===== src/rtl/data_mem_interface.sv =====
// Data-memory bus adapter between the memory stage and a valid/ready memory port.
// One outstanding transaction at a time; optional abort-on-timeout under `MEM_TIMEOUT_EN`.
module data_mem_interface #(
    parameter int DataWidth     = 32,
    parameter int TimeoutCycles = 255
) (
    input  logic                 clk,
    input  logic                 rst_n,
    input  logic                 request,
    input  logic                 we_re,
    input  logic [3:0]           mask,
    input  logic [DataWidth-1:0] address,
    input  logic [DataWidth-1:0] store_data,
    output logic                 stall,
    output logic                 data_valid,
    output logic [DataWidth-1:0] load_data_out,
    output logic                 mem_valid,
    input  logic                 mem_ready,
    output logic                 mem_we,
    output logic [DataWidth-1:0] mem_addr,
    output logic [DataWidth-1:0] mem_wdata,
    output logic [3:0]           mem_wstrb,
    input  logic                 mem_rvalid,
    input  logic [DataWidth-1:0] mem_rdata,
    output logic                 bus_error
);

    typedef enum logic [1:0] {IDLE, REQ, WAIT, DONE} state_e;

    state_e               state_q, state_d;
    logic                 mem_valid_q;
    logic                 mem_we_q;
    logic [DataWidth-1:0] mem_addr_q;
    logic [DataWidth-1:0] mem_wdata_q;
    logic [3:0]           mem_wstrb_q;
    logic [DataWidth-1:0] load_data_q;
    logic                 expire;
    logic                 abort;
    logic                 unused_addr_lsbs;

    // Bus is word addressed; the byte offset is already folded into mask.
    assign unused_addr_lsbs = ^address[1:0];

    always_comb begin
        state_d = state_q;
        abort   = 1'b0;
        case (state_q)
            IDLE: if (request) state_d = REQ;
            REQ: begin
                if (mem_valid_q && mem_ready) begin
                    state_d = mem_we_q ? DONE : WAIT;
                end else if (expire) begin
                    state_d = DONE;
                    abort   = 1'b1;
                end
            end
            WAIT: begin
                if (mem_rvalid) begin
                    state_d = DONE;
                end else if (expire) begin
                    state_d = DONE;
                    abort   = 1'b1;
                end
            end
            DONE:    state_d = IDLE;
            default: state_d = IDLE;
        endcase
    end

    always_ff @(posedge clk or negedge rst_n) begin
        if (!rst_n) begin
            state_q     <= IDLE;
            mem_valid_q <= 1'b0;
            mem_we_q    <= 1'b0;
            mem_addr_q  <= '0;
            mem_wdata_q <= '0;
            mem_wstrb_q <= '0;
            load_data_q <= '0;
        end else begin
            state_q     <= state_d;
            mem_valid_q <= (state_d == REQ);
            if (state_q == IDLE && request) begin
                mem_addr_q  <= {address[DataWidth-1:2], 2'b00};
                mem_wdata_q <= store_data;
                mem_we_q    <= we_re;
                mem_wstrb_q <= we_re ? mask : 4'b0000;
            end
            // A response on the expiry cycle wins over the abort.
            if (state_q == WAIT && mem_rvalid) begin
                load_data_q <= mem_rdata;
            end else if (abort) begin
                load_data_q <= '0;
            end
        end
    end

`ifdef MEM_TIMEOUT_EN
    localparam int CntW = (TimeoutCycles < 2) ? 1 : $clog2(TimeoutCycles);

    logic [CntW-1:0] cnt_q, cnt_d;
    logic            err_q;

    always_comb begin
        cnt_d = cnt_q;
        if (state_q == IDLE) begin
            cnt_d = '0;
        end else if (state_q == REQ || state_q == WAIT) begin
            cnt_d = cnt_q + 1'b1;
        end
    end

    // Expiry on the TimeoutCycles-th cycle spent in REQ/WAIT.
    assign expire = (state_q == REQ || state_q == WAIT) &&
                    (cnt_q == CntW'(TimeoutCycles - 1));

    always_ff @(posedge clk or negedge rst_n) begin
        if (!rst_n) begin
            cnt_q <= '0;
            err_q <= 1'b0;
        end else begin
            cnt_q <= cnt_d;
            err_q <= abort;
        end
    end

    assign bus_error = err_q;
`else
    logic unused_timeout;

    assign unused_timeout = (TimeoutCycles > 0);
    assign expire         = 1'b0;
    assign bus_error      = 1'b0;
`endif

    assign stall = (state_q == IDLE && request) || state_q == REQ || state_q == WAIT;
    assign data_valid    = (state_q == DONE);
    assign load_data_out = load_data_q;
    assign mem_valid     = mem_valid_q;
    assign mem_we        = mem_we_q;
    assign mem_addr      = mem_addr_q;
    assign mem_wdata     = mem_wdata_q;
    assign mem_wstrb     = mem_wstrb_q;

endmodule


===== config.mk =====
export PLATFORM = sky130hd
export DESIGN_NAME = data_mem_interface
export DESIGN_NICKNAME = d
export VERILOG_FILES = /design/src/rtl/data_mem_interface.sv
export SDC_FILE = /design/constraint.sdc
export NUM_CORES = 1
export LEC_CHECK = 0
export BUFFER_PORTS_ARGS = -buffer_cell sky130_fd_sc_hd__buf_4
export CORE_MARGIN = 5
export CORE_UTILIZATION = 44
export DETAILED_ROUTE_END_ITERATION = 10
export PLACE_DENSITY = 0.79
export SLEW_MARGIN = 20
export SYNTH_ARGS = -nofsm -noshare
export SYNTH_HDL_FRONTEND = slang
export SYNTH_SLANG_ARGS = --single-unit

===== constraint.sdc =====
create_clock -name clk -period 1.66 [get_ports clk]
set_input_delay 0.249 -clock clk [delete_from_list [all_inputs] [get_ports clk]]
set_output_delay 0.249 -clock clk [all_outputs]
set_load 0.01 [all_outputs]

Word-level counts from Yosys, hierarchy flattened
Cells that the tools add are included.
{ "totals": {"ff_bits": 102, "out_inout_bits": 105, "wordCells": 24} }
{ "op_classes": {"eq_ne": 4, "muxes": 7, "reduce_logical": 6} }
{ "ops": {"columns": ["op", "n"], "rows": [
  ["$mux 32", 1],
  ["$pmux 2 s4", 1],
  ["$mux 2", 3],
  ["$eq 2x1->1 const B", 2],
  ["$eq 2x2->1 const B", 2],
  ["$mux 4", 1],
  ["$logic_and 1x1->1", 3],
  ["$logic_not 2->1", 1],
  ["$logic_or 1x1->1", 2],
  ["$mux 1", 1]
]} }

Depth between registers and ports, before layout
{ "depth": {"depth_word": 4, "depth_mapped": 5, "ltp_nobuf": 2} }

Least setup slack after synthesis
OpenSTA, ideal clock, no wires.
{ "synth_timing": {"path_type": "register to register", "startpoint": "register state_q[1]", "endpoint": "register mem_addr_q[22] (netlist: mem_addr[22])", "t_arrival_ns": 1.363, "t_required_ns": 1.533, "slack_ns": 0.170, "path_stages_with_launch": 6, "n_path_buf": 3, "period_less_slack_ns": 1.490, "path_cell_list": "dfrtp_1 buf_2 nor3b_2 buf_6 buf_6 mux2_1"} }
{ "synth_between": {"elab_chain_len": 2} }
{ "synth_rtl": {"columns": ["element", "line", "rtl"], "rows": [
  ["from (decl)", "30", "state_e state_q, state_d;"],
  ["from (signal assigned)", "80", "state_q <= state_d;"],
  ["$logic_not 2->1", "82", "if (state_q == IDLE && request) begin"],
  ["$logic_and 1x1->1", "82", null],
  ["to (signal assigned)", "83", "mem_addr_q <= {address[DataWidth-1:2], 2'b00};"],
  ["to (decl)", "33", "logic [DataWidth-1:0] mem_addr_q;"]
]} }
Every way passes these cells.
A chain may end at the register's enable or synchronous reset.

Worst setup path after layout
{ "layout_timing": {"startpoint": "register state_q[1]", "endpoint": "register mem_wdata_q[28] (netlist: mem_wdata[28])"} }
{ "layout_between": {"elab_chain_len": 2} }
{ "layout_rtl": {"columns": ["element", "line", "rtl"], "rows": [
  ["$logic_not 2->1", "82", null],
  ["$logic_and 1x1->1", "82", null],
  ["to (signal assigned)", "84", "mem_wdata_q <= store_data;"],
  ["to (decl)", "34", "logic [DataWidth-1:0] mem_wdata_q;"]
]} }
Every way passes these cells.

==> qor.yml <==
layout:
  finalInstanceArea_mm2: 0.00579
  final_cells: 562
  diodes: 0
  syn2layout_area_growth_pct: 48.9
  final_cell_mix: "209 x buf_4, 102 x dfrtp_1, 69 x mux2_2, 26 x mux2_1, 10 x clkbuf_8"
  nets: 555
  fillers: 648
  drive_above_1_share_pct: 66.1
  final_common_cell: "buf_4"
setup_path:
  critPathLaunch: "state_q[1]$_DFF_PN0_"
  r2r_slack_ps: 130
  rr_startpoint: "state_q[1]$_DFF_PN0_"
  critical_path_arrival_ps: 1760
  reg2reg_depth: 3
  cp.required_ps: 1890
  startpoint_type: "flip-flop"
  worstSetupEndpointType: "flip-flop"
  critPathCapture: "mem_wdata[28]$_DFFE_PN0P_"
  crit_fanout: 48
  r2r-end: "mem_wdata[28]$_DFFE_PN0P_"
  critical_path_class: "reg -> reg"
routing:
  dr.pass1.iters: 4
  remaining_drc_errors: 0
  vias: 2636
  ant_nets: 0
  wl_per_cell_um: 16.3
  totalWireLength_um: 9180
  drt_iter0_markers: 48
  vias_per_cell: 4.69
placement:
  dp_hpwl_um: 7260
  place_congestion: 0.707
  placed_cells: 544
  io_buffers: 205
  place_area_mm2: 0.00556
synthesis:
  netlist_area_mm2: 0.00389
  ys_types: 20
  ys_ff_latch: 102
  synth-seq-area-share_pct: 65.6
  syn_inst: 235
  yosysWarningCount: 0
  synth.avg_cell_area_um2: 16.5
grt:
  grt_max_degree: 50
  grt_usage_pct: 17.0
  antenna_found_initial: 0
  grt_pass1_vias: 2875
  grt_pass1_wl_um: 14800
  overflow: 0
clock_network:
  clkTransAtPathRegs_ps: 100
  cts.path.max_buffers: 2
  cts_buffers: 9
  root_buffer: "clkbuf_8"
  cts_tree: "yes"
  clock_latency_ps: 350
  cts.sinks: 102
  htreeDepth: 3
die:
  die_h_um: 104
  die_w_um: 104
  ios: 211
  start_util_pct: 44.8
  dieArea_mm2: 0.0108
  row_count: 34
  coreArea_mm2: 0.00868
flow_run:
  max_cap_viol_count: 0
pwr:
  peakVddDrop_mv: 0.944
  p_per_area_mw_per_mm2: 1860
  p_leak_nw: 2.84
timing:
  fin_setup_tns_ps: 0
  final-setup-viol-count: 0
  hold_viol: 0
  rsz0062_at_grt: "false"
  post-route-period-util_pct: 92.1
  finalMaxSlewViolations: 0
  fmax_ghz: 0.654
  skew_ps: 11.4
  period_minus_slack_ps: 1530
hold_path:
  hp-class: "in -> reg"
status:
  outcome: "completed"
[cells by family (layout without fill, tap and decap cells)]
kind of cell    count (synthesis)  count (layout)  share of synthesized area (%)
buf+inv                        18             235                           3.31
flops                         102             102                           65.6
compound gates                  1               1                          0.193
other cells                     1               3                         0.0964
mux                           100             100                           28.8
simple gates                   13              13                           1.96
[power breakdown]
part,switching (W),total [W],internal (W)
logic,0.00195,0.00481,0.00287
clock network,0.000810,0.00155,0.000743
registers,0.000642,0.00438,0.00374
[synthesized netlist by cell type]
library cell | number | area share (%)
nor2_1 | 2 | 0.19
mux2_1 | 26 | 7.5
o31ai_1 | 1 | 0.19
dfrtp_1 | 102 | 66
nand3_1 | 1 | 0.13
inv_1 | 4 | 0.39
nor3_1 | 1 | 0.13
nand3b_1 | 1 | 0.19
buf_6 | 3 | 0.87
nor3b_1 | 1 | 0.19
mux2i_1 | 5 | 1.3
mux2_2 | 69 | 20
and4b_1 | 1 | 0.26
nand2_1 | 4 | 0.39
buf_8 | 1 | 0.39
buf_4 | 6 | 1.2
conb_1 | 1 | 0.096
nor3b_2 | 1 | 0.32
and2_1 | 1 | 0.16
buf_2 | 4 | 0.51
[critical path, stage by stage (launching register included)]
cell and delay (ps):
dfrtp_1 430, nor3b_4 280, buf_12 290, mux2_2 380
[state kept, by name, summed over array words and instances (netlist names)]
name / flops
load_data_out: 32
mem_addr: 30
mem_valid: 1
mem_wdata: 32
mem_we: 1
mem_wstrb: 4
state_q: 2
[layout make-up]
class                      instances  area [µm²]  share of cell area [%]
clock inverter                     5        57.6                   0.994
clock buffer                      11         141                    2.44
timing repair buffer             215        1660                    28.7
inverter                           4        15.0                   0.259
sequential                       102        2550                    44.1
tap                              108         135                    2.33
multi-input combinational        117        1230                    21.2
[how the worst min path moves through the flow]
stage | cells past startpoint | endpoint | slack, ps | start
floorplan | 0 | load_data_out[0]$_DFFE_PN0P_ | -50 | rst_n
global placement | 1 | load_data_out[7]$_DFFE_PN0P_ | 210 | rst_n
detailed placement | 1 | load_data_out[7]$_DFFE_PN0P_ | 220 | rst_n
CTS | 2 | mem_addr[22]$_DFFE_PN0P_ | 90 | address[22]
global route | 2 | mem_addr[27]$_DFFE_PN0P_ | 90 | address[27]
finish | 2 | mem_addr[22]$_DFFE_PN0P_ | 110 | address[22]
[per-layer routing]
metal / wire, µm / part of all wire, % / vias to the layer above / GRT usage (%)
met5: 0 / 0 / - / 0
met4: 82 / 0.89 / 0 / 3.98
met3: 1000 / 11 / 6 / 8.32
met2: 4640 / 50 / 122 / 28.9
met1: 3460 / 38 / 1270 / 19.4
li1: - / - / 1238 / -
[metrics by stage]
step | utilization [%] | hold WS (ps) | total power [W] | setup WS, ps
after floorplan | - | -46.6 | 0.00664 | 170
after global placement | 64.1 | 212 | 0.00914 | 195
after detailed placement | 64.1 | 220 | 0.00933 | 154
after CTS | 66.5 | 90.1 | 0.0109 | 69.8
after global routing | 66.7 | 85.3 | 0.0115 | 6.15
final | 66.7 | 107 | 0.0107 | 131
[repair_timing]
item / CTS / global route
hold endpoints to repair: 29 / 0
setup buffers: 0 / 1
hold buffers: 1 / 0
setup endpoints to repair: 0 / 1
gates resized for setup: 0 / 3
(Power assumes the default switching activity.)
